<file path="src/rtl/freq_meas_sequencer.sv">
// Round-robin sequencer for a shared frequency counter: for each enabled channel it
// switches the mux, settles/clears, gates the counter for a programmable window and publishes the count.
module freq_meas_sequencer #(
  parameter int NCH     = 4,
  parameter int SELW    = $clog2(NCH),
  parameter int CW      = 32,
  parameter int GW      = 32,
  parameter int SETTLE  = 4,
  parameter int CAP_DLY = 2
) (
  input  logic            wb_clk_i,
  input  logic            wb_rst_i,
  input  logic            enable,
  input  logic [NCH-1:0]  chan_mask,
  input  logic [GW-1:0]   gate_cycles,
  input  logic [CW-1:0]   cnt_value,
  output logic [SELW-1:0] cnt_sel,
  output logic            cnt_clr,
  output logic            cnt_en,
  output logic            strobe,
  output logic [31:0]     addr,
  output logic [CW-1:0]   value,
  output logic            sweep_done,
  output logic            busy
);

  typedef enum logic [1:0] {
    S_IDLE    = 2'd0,
    S_SETTLE  = 2'd1,
    S_GATE    = 2'd2,
    S_CAPTURE = 2'd3
  } state_e;

  localparam logic [SELW-1:0] LAST_CH    = SELW'(NCH - 1);
  localparam logic [GW-1:0]   TMR_SETTLE = GW'(SETTLE - 1);
  localparam logic [GW-1:0]   TMR_CAP    = GW'(CAP_DLY);

  // First set bit of m at or above start, wrapping modulo NCH.
  function automatic logic [SELW-1:0] pick_chan(input logic [NCH-1:0] m,
                                                input logic [SELW-1:0] start);
    logic [SELW-1:0] r;
    logic [SELW-1:0] s;
    logic            found;
    int              idx;
    r     = start;
    found = 1'b0;
    for (int i = 0; i < NCH; i++) begin
      idx = int'(start) + i;
      idx = (idx >= NCH) ? idx - NCH : idx;
      s   = idx[SELW-1:0];
      if (!found && m[s]) begin
        r     = s;
        found = 1'b1;
      end else begin
        r     = r;
      end
    end
    return r;
  endfunction

  state_e          state_q, state_d;
  logic [GW-1:0]   tmr_q, tmr_d;
  logic [SELW-1:0] ptr_q, ptr_d;
  logic [SELW-1:0] pend_chan_q, pend_chan_d;
  logic            pend_go_q, pend_go_d;

  logic [SELW-1:0] cnt_sel_q, cnt_sel_d;
  logic            cnt_clr_q, cnt_clr_d;
  logic            cnt_en_q, cnt_en_d;
  logic            strobe_q, strobe_d;
  logic [31:0]     addr_q, addr_d;
  logic [CW-1:0]   value_q, value_d;
  logic            sweep_done_q, sweep_done_d;
  logic            busy_q, busy_d;

  logic            mask_any_s;
  logic [SELW-1:0] chan_next_s;
  logic [SELW-1:0] pick_start_s;
  logic [SELW-1:0] pick_s;

  // Next-channel search: from ptr when idle, from the channel after the current one otherwise.
  always_comb begin
    mask_any_s   = |chan_mask;
    chan_next_s  = (cnt_sel_q == LAST_CH) ? '0 : cnt_sel_q + SELW'(1);
    pick_start_s = (state_q == S_IDLE) ? ptr_q : chan_next_s;
    pick_s       = pick_chan(chan_mask, pick_start_s);
  end

  // State and output registers with synchronous reset.
  always_ff @(posedge wb_clk_i) begin
    if (wb_rst_i) begin
      state_q      <= S_IDLE;
      tmr_q        <= '0;
      ptr_q        <= '0;
      pend_chan_q  <= '0;
      pend_go_q    <= 1'b0;
      cnt_sel_q    <= '0;
      cnt_clr_q    <= 1'b0;
      cnt_en_q     <= 1'b0;
      strobe_q     <= 1'b0;
      addr_q       <= 32'd0;
      value_q      <= '0;
      sweep_done_q <= 1'b0;
      busy_q       <= 1'b0;
    end else begin
      state_q      <= state_d;
      tmr_q        <= tmr_d;
      ptr_q        <= ptr_d;
      pend_chan_q  <= pend_chan_d;
      pend_go_q    <= pend_go_d;
      cnt_sel_q    <= cnt_sel_d;
      cnt_clr_q    <= cnt_clr_d;
      cnt_en_q     <= cnt_en_d;
      strobe_q     <= strobe_d;
      addr_q       <= addr_d;
      value_q      <= value_d;
      sweep_done_q <= sweep_done_d;
      busy_q       <= busy_d;
    end
  end

  // Next-state logic; the continuation decision is made one cycle before the strobe
  // so that sweep_done can be registered alongside it.
  always_comb begin
    state_d     = state_q;
    tmr_d       = tmr_q;
    ptr_d       = ptr_q;
    pend_chan_d = pend_chan_q;
    pend_go_d   = pend_go_q;
    case (state_q)
      S_IDLE: begin
        if (enable && mask_any_s) begin
          state_d = S_SETTLE;
          tmr_d   = TMR_SETTLE;
        end else begin
          state_d = S_IDLE;
        end
      end
      S_SETTLE: begin
        if (!enable) begin
          state_d = S_IDLE;
        end else if (tmr_q == '0) begin
          state_d = S_GATE;
          tmr_d   = (gate_cycles == '0) ? '0 : gate_cycles - GW'(1);
        end else begin
          tmr_d   = tmr_q - GW'(1);
        end
      end
      S_GATE: begin
        if (!enable) begin
          state_d = S_IDLE;
        end else if (tmr_q == '0) begin
          state_d = S_CAPTURE;
          tmr_d   = TMR_CAP;
        end else begin
          tmr_d   = tmr_q - GW'(1);
        end
      end
      S_CAPTURE: begin
        if (tmr_q == '0) begin
          if (pend_go_q && enable) begin
            state_d = S_SETTLE;
            tmr_d   = TMR_SETTLE;
          end else begin
            state_d = S_IDLE;
          end
        end else begin
          tmr_d = tmr_q - GW'(1);
          if (tmr_q == GW'(1)) begin
            ptr_d       = chan_next_s;
            pend_chan_d = pick_s;
            pend_go_d   = enable && mask_any_s;
          end else begin
            pend_go_d   = pend_go_q;
          end
        end
      end
      default: begin
        state_d = S_IDLE;
      end
    endcase
  end

  // Output decode from the next state, so every output is a flop.
  always_comb begin
    cnt_sel_d    = cnt_sel_q;
    cnt_clr_d    = (state_d == S_SETTLE);
    cnt_en_d     = (state_d == S_GATE);
    busy_d       = (state_d != S_IDLE);
    strobe_d     = (state_q == S_CAPTURE) && (tmr_q == GW'(1));
    addr_d       = addr_q;
    value_d      = value_q;
    sweep_done_d = 1'b0;
    if (state_q == S_IDLE && state_d == S_SETTLE) begin
      cnt_sel_d = pick_s;
    end else if (state_q == S_CAPTURE && state_d == S_SETTLE) begin
      cnt_sel_d = pend_chan_q;
    end else begin
      cnt_sel_d = cnt_sel_q;
    end
    if (strobe_d) begin
      addr_d       = 32'(cnt_sel_q);
      value_d      = cnt_value;
      sweep_done_d = !(enable && mask_any_s) || (pick_s <= cnt_sel_q);
    end else begin
      sweep_done_d = 1'b0;
    end
  end

  assign cnt_sel    = cnt_sel_q;
  assign cnt_clr    = cnt_clr_q;
  assign cnt_en     = cnt_en_q;
  assign strobe     = strobe_q;
  assign addr       = addr_q;
  assign value      = value_q;
  assign sweep_done = sweep_done_q;
  assign busy       = busy_q;

endmodule

</file>
<file path="config.mk">
export PLATFORM = sky130hd
export DESIGN_NAME = freq_meas_sequencer
export DESIGN_NICKNAME = d
export VERILOG_FILES = /design/src/rtl/freq_meas_sequencer.sv
export SDC_FILE = /design/constraint.sdc
export NUM_CORES = 1
export LEC_CHECK = 0
export CAP_MARGIN = 5
export CORE_MARGIN = 5
export CORE_UTILIZATION = 48
export DETAILED_ROUTE_END_ITERATION = 6
export PLACE_DENSITY = 0.86
export SETUP_SLACK_MARGIN = 0.3
export SYNTH_ARGS = -nofsm -noshare
export SYNTH_HDL_FRONTEND = slang
export SYNTH_SLANG_ARGS = --single-unit
</file>
<file path="constraint.sdc">
create_clock -name wb_clk_i -period 2.9 [get_ports wb_clk_i]
set_input_delay 0.435 -clock wb_clk_i [delete_from_list [all_inputs] [get_ports wb_clk_i]]
set_output_delay 0.435 -clock wb_clk_i [all_outputs]
set_load 0.01 [all_outputs]
</file>
-- Word-level counts from Yosys, hierarchy flattened
Index checks and enable logic that the tools add are counted.
- register bits: 80
- bits of input ports: 71
- output and inout port bits: 71
- logic and storage cells: 107
- add/sub/neg operators: 10
- $lt $le $gt $ge: 9
- eq/ne operators: 11
- multiplexer cells: 40
- bitwise gates (word level): 2
- reduce and logical (&&, ||, !) cells: 22
- operators with widths (operator ; count):
    32-bit two-way mux ; 8
    32-bit case mux with 4 select lines ; 1
    32-bit logical NOT ; 2
    32-bit by 1-bit subtractor with 32-bit output (second input constant) ; 2
    2-bit two-way mux ; 17
    32-bit by 1-bit == test with 1-bit output (second input constant) ; 1
    2-bit by 3-bit less-than comparator with 1-bit output (second input constant) ; 4
    3-bit greater-or-equal comparator (second input constant) ; 3
    1-bit two-way mux ; 9
    1-bit binary-select mux with 2-bit select ; 4
    2-bit == test (second input constant) ; 4
    1-bit logical AND ; 8
    2-bit case mux with 4 select lines ; 1
    2-bit by 1-bit subtractor with 2-bit output (second input constant) ; 4
    2-bit by 2-bit adder with 3-bit output (second input constant) ; 2
    2-bit by 1-bit == test with 1-bit output (second input constant) ; 2
    1-bit logical NOT ; 4
    2-bit != test (second input constant) ; 2
    4-bit AND reduction ; 1
    2-bit nonzero test ; 2
    4-bit OR reduction ; 1
    2-bit by 1-bit adder with 3-bit output (second input constant) ; 1
    2-bit by 3-bit greater-or-equal comparator with 1-bit output (second input constant) ; 1
    3-bit != test (second input constant) ; 1
    other kinds (8) ; 9

-- Logic depth before layout (Yosys ltp)
- depth after elaboration: 19
- mapped depth: 11
- mapped depth without buffers: 11

-- Least setup slack after synthesis
No wires, ideal clock.
- kind: in2reg
- from: in gate_cycles[0]
- to: reg tmr_q[20]
- library setup time: 117 ps
- data arrival time: 2202 ps
- required time: 2783 ps
- setup slack: 581 ps
- cell stages on the path: 8
- path buffers: 0
- path through: inv_1 -> ha_1 -> nor3b_1 -> nand4_1 -> nor4_1 -> xnor2_1 -> o32ai_1 -> a22o_1
- longest elaborated chain between the ends: 5
- elaborated cells on any way between the ends: 6
- classes of those cells: add/sub (1); mux (4); reduce/logical (1)
- ends and longest elaborated chain (element ; line ; source):
    start: declaration ; 15 ; input logic [GW-1:0] gate_cycles,
    32-bit by 1-bit subtractor with 32-bit output / 32-bit logical NOT (equally long branches) ; 144 ; tmr_d = (gate_cycles == '0) ? '0 : gate_cycles - GW'(1);
    32-bit two-way mux * ; 144 ;
    32-bit two-way mux * ; 142 ; end else if (tmr_q == '0) begin
    32-bit two-way mux * ; 140 ; if (!enable) begin
    32-bit case mux with 4 select lines * ; 130 ; case (state_q)
    end signal: assignment ; 107 ; tmr_q <= tmr_d;
    end: declaration ; 62 ; logic [GW-1:0] tmr_q, tmr_d;
Every way passes the cells marked *; elsewhere a longest branch is shown, timed or not. The select of a mux whose other input is x is not followed.
A chain may end at the register's enable or synchronous reset.

-- Final worst setup path
- from: reg tmr_q[5]
- to: reg tmr_q[29]
- longest elaborated chain between the ends: 4
- elaborated cells on any way between the ends: 10
- classes of those cells: add/sub (1); eq/ne (1); mux (6); reduce/logical (2)
- ends and longest elaborated chain (element ; line):
    32-bit by 1-bit subtractor with 32-bit output / 32-bit logical NOT (equally long branches) ; n/a
    32-bit two-way mux (on tied branches) ; 152, 142
    32-bit two-way mux (on tied branches) ; 150, 140
    32-bit case mux with 4 select lines ; 130
Several ways; a longest one is shown, not always the timed one. The select of a mux whose other input is x is not followed.

==> flow_summary_export.csv <==
group,metric,value,unit
synth,async_reset_ff_frac,0,
sta,setup_tns,0,ns
clock_network,cts_buffers,9,
power_and_ir_drop,p_per_area,721,nW/um^2
power_and_ir_drop,seq_power_share,0.281,
clock_network,cts_root_buf,"clkbuf_8",
sta,worstMarginPinSlew,0.743,ns
global_routing,grt_pass1_wl,24.1,mm
synth,synth_area_leaders,"dfxtp_1, nand2_1, a21oi_1",
die,die_h,111,um
flow_run,maxCapViolations,0,
drt,drt-initial-drc-count,503,
die,design.core.area,10100,um^2
clock_network,clock_latency,0.36,ns
drt,via_per_inst,5.92,
clock_network,cts.htree.levels,3,
clock_network,ctsHoldBuffers,0,
layout,synthToLayoutAreaGrowth,32.2,%
drt,dr.pass1.iters,6,
global_routing,antenna_found_initial,0,
global_routing,grt_max_degree,41,
synth,syn_area_per_cell,7.81,um^2
clock_network,cts_tree,"yes",
worst_setup_path,worst_ep_required_time,3.14,ns
drt,postRouteAntennaNets,0,
hold_path,hold_class,"flip-flop to flip-flop",
placed_design,port_buffers,111,
placed_design,gp_congestion,0.911,
sta,max_slew_margin,0.503,
sta,grt_setup_unrepaired,"no",
drt,drc,0,
status,status,"complete, no violations",
global_routing,grt-ovfl-total,0,
synth,yosys.area.top_type,"dfxtp_1",
power_and_ir_drop,p_int,2.61,mW
power_and_ir_drop,switching_share,0.444,
worst_setup_path,crit_arrival,2.76,ns
placed_design,place_inst,872,
power_and_ir_drop,leakagePower,2.35,nW
sta,slew_violations,0,
placed_design,hpwlAfterDp,11.0,mm
drt,wl_per_cell,17.0,um
sta,min_period,2.51,ns
worst_setup_path,critical_path_class,"flip-flop to flip-flop",
die,start_util,0.485,
synth,yosys_warnings,0,
synth,syn_area,4920,um^2
synth,synth_edf_count,0,
sta,finalSetupViolCount,0,
power_and_ir_drop,vdd_drop_max,0.000402,V
global_routing,grt_pass1_vias,4978,
global_routing,groute.usage.overall,0.231,
layout,fin_cells,897,
synth,ys_ff_latch,80,
clock_network,path_clk_slew,0.09,ns
synth,syn-instance-count,630,
die,die_width,111,um
die,rows,37,
synth,yosysSeqAreaShare,0.325,
drt,vias,5307,
sta,hold_viol,0,
sta,skew,0.0128,ns
power_and_ir_drop,clockPowerShare,0.171,
clock_network,clock_path_buffers,2,
power_and_ir_drop,combPwrFrac,0.548,
synth,synth_top_area_share,0.325,
layout,layout-drive-gt1-share,0.125,
worst_setup_path,critPathLaunchType,"flip-flop",
synth,ys.flop_type,"dfxtp_1",
layout,n_antenna_cell,0,
synth,yosysUniqueCellTypes,73,
clock_network,clock-sinks,80,
worst_setup_path,path_max_fanout,9,
die,ios,142,
power_and_ir_drop,p_switching,2.08,mW
die,dieArea,12400,um^2
sta,post-route-period-util,0.866,
sta,timing.fmax,398,MHz
layout,nets,834,
worst_setup_path,reg2reg_slack,0.39,ns
worst_setup_path,end_kind,"flip-flop",
drt,routed_wl,15.2,mm
==> worst max-delay path: stages, from the launching register on <==
cell and delay, ns:
dfxtp_1 0.39, nor4_4 0.50, nand4_2 0.31, or3_1 0.55, nor4_1 0.26, o21ai_0 0.14, a22o_1 0.25
==> sequential cells by signal, summed over array words and instances, names as in the netlist, 2 cells and up <==
signal / cells
tmr_q: 32
value: 32
addr: 2
cnt_sel: 2
pend_chan_q: 2
ptr_q: 2
state_q: 2
==> per-layer routing <==
| metal | wire [um] | global-route usage | vias up | part of all wire |
|---|---|---|---|---|
| li1 | - | - | 2494 | - |
| met5 | 0 | 0 | - | 0 |
| met3 | 1060 | 0.0404 | 36 | 0.070 |
| met4 | 369 | 0.0722 | 0 | 0.024 |
| met2 | 7820 | 0.412 | 246 | 0.51 |
| met1 | 5980 | 0.282 | 2531 | 0.39 |
==> power by group through the flow <==
stage,Sequential (mW),Clock [mW],Combinational (mW)
2_1_floorplan,1.31,0,1.68
3_3_place_gp,1.32,0,2.23
3_5_place_dp,1.33,0,2.30
4_1_cts,1.31,0.802,2.34
5_1_grt,1.33,0.855,2.77
6_report,1.32,0.803,2.57
==> final cells by class <==
class	count	area [um^2]
Clock buffer	10	138
Clock inverter	6	50.0
Fill cell	829	3630
Inverter	15	56.3
Multi-Input combinational cell	496	3030
Sequential cell	80	1600
Tap cell	136	170
Timing Repair Buffer	154	1460
==> placed cells by master (no fill, tap or decap), drive strengths merged, types with 3 or more instances in the layout <==
cell	Yosys	final
a21o	5	5
nor2	35	35
a31oi	6	6
ha	7	7
a211oi	4	4
nor4	19	19
or2	3	3
buf	42	44
and2	4	4
mux2i	3	3
a21oi	61	61
a311oi	4	4
or4	11	11
and4	6	6
nand3	26	26
nor4b	3	3
o32ai	4	4
or3	11	11
o22ai	4	4
o21ai	38	38
o31ai	4	4
xor2	18	18
inv	15	17
clkbuf	26	10
xnor2	15	15
dfxtp	80	80
conb	1	30
a32oi	4	4
clkdlybuf4s50	0	110
nand4	10	10
a22o	13	13
nor3	22	22
nand2	90	90
==> timing repair <==
item	4_1_cts	5_1_grt
cloned	0	0
buffers inserted	0	9
resized for setup	2	9
pin swaps	0	2
setup endpoints to repair	9	36
==> logic make-up (layout without fill, tap and decap cells) <==
kind of cell             count (synthesis)  after routing  synth area share
buffers and inverters                   83            185            0.0936
adder cells (fa/ha/maj)                  7              7            0.0178
AND/OR/NAND/NOR                        254            254             0.279
multiplexers                             4              4           0.00839
XOR/XNOR                                33             33            0.0587
other                                    1             30          0.000762
AO/OA/AOI/OAI                          168            168             0.216
flip-flops                              80             80             0.325
==> final timing paths <==
| path | startpoint | end | cells past startpoint |
|---|---|---|---|
| worst max-delay path | tmr_q[5] | tmr_q[29] | 6 |
| worst min-delay path | value[29] | value[29] | 2 |
| worst max register to register | tmr_q[5] | tmr_q[29] | 6 |
| worst min register to register | value[29] | value[29] | 2 |
==> synthesized netlist by cell type, drive strengths merged, types with 5 or more instances <==
cell / instances
xor2: 18
nor4: 19
nand3: 26
and4: 6
a21oi: 61
o21ai: 38
nor3: 22
inv: 15
or3: 11
clkbuf: 26
nand4: 10
or4: 11
a22o: 13
a31oi: 6
buf: 42
a21o: 5
dfxtp: 80
nor2: 35
xnor2: 15
nand2: 90
ha: 7
==> stage by stage <==
step                      hold WS, ns  setup slack, ns  utilization  power (mW)  cell area [um^2]
after floorplan                 0.446            0.581            -        2.99              5030
after global placement          0.440            0.104        0.611        3.56              6190
after detailed placement        0.449           0.0919        0.611        3.63              6190
after CTS                       0.460            0.363        0.631        4.45              6400
after global routing            0.486            0.273        0.642        4.95              6500
final                           0.455            0.388        0.642        4.69              6500
Power figures use the tool's default switching activity.
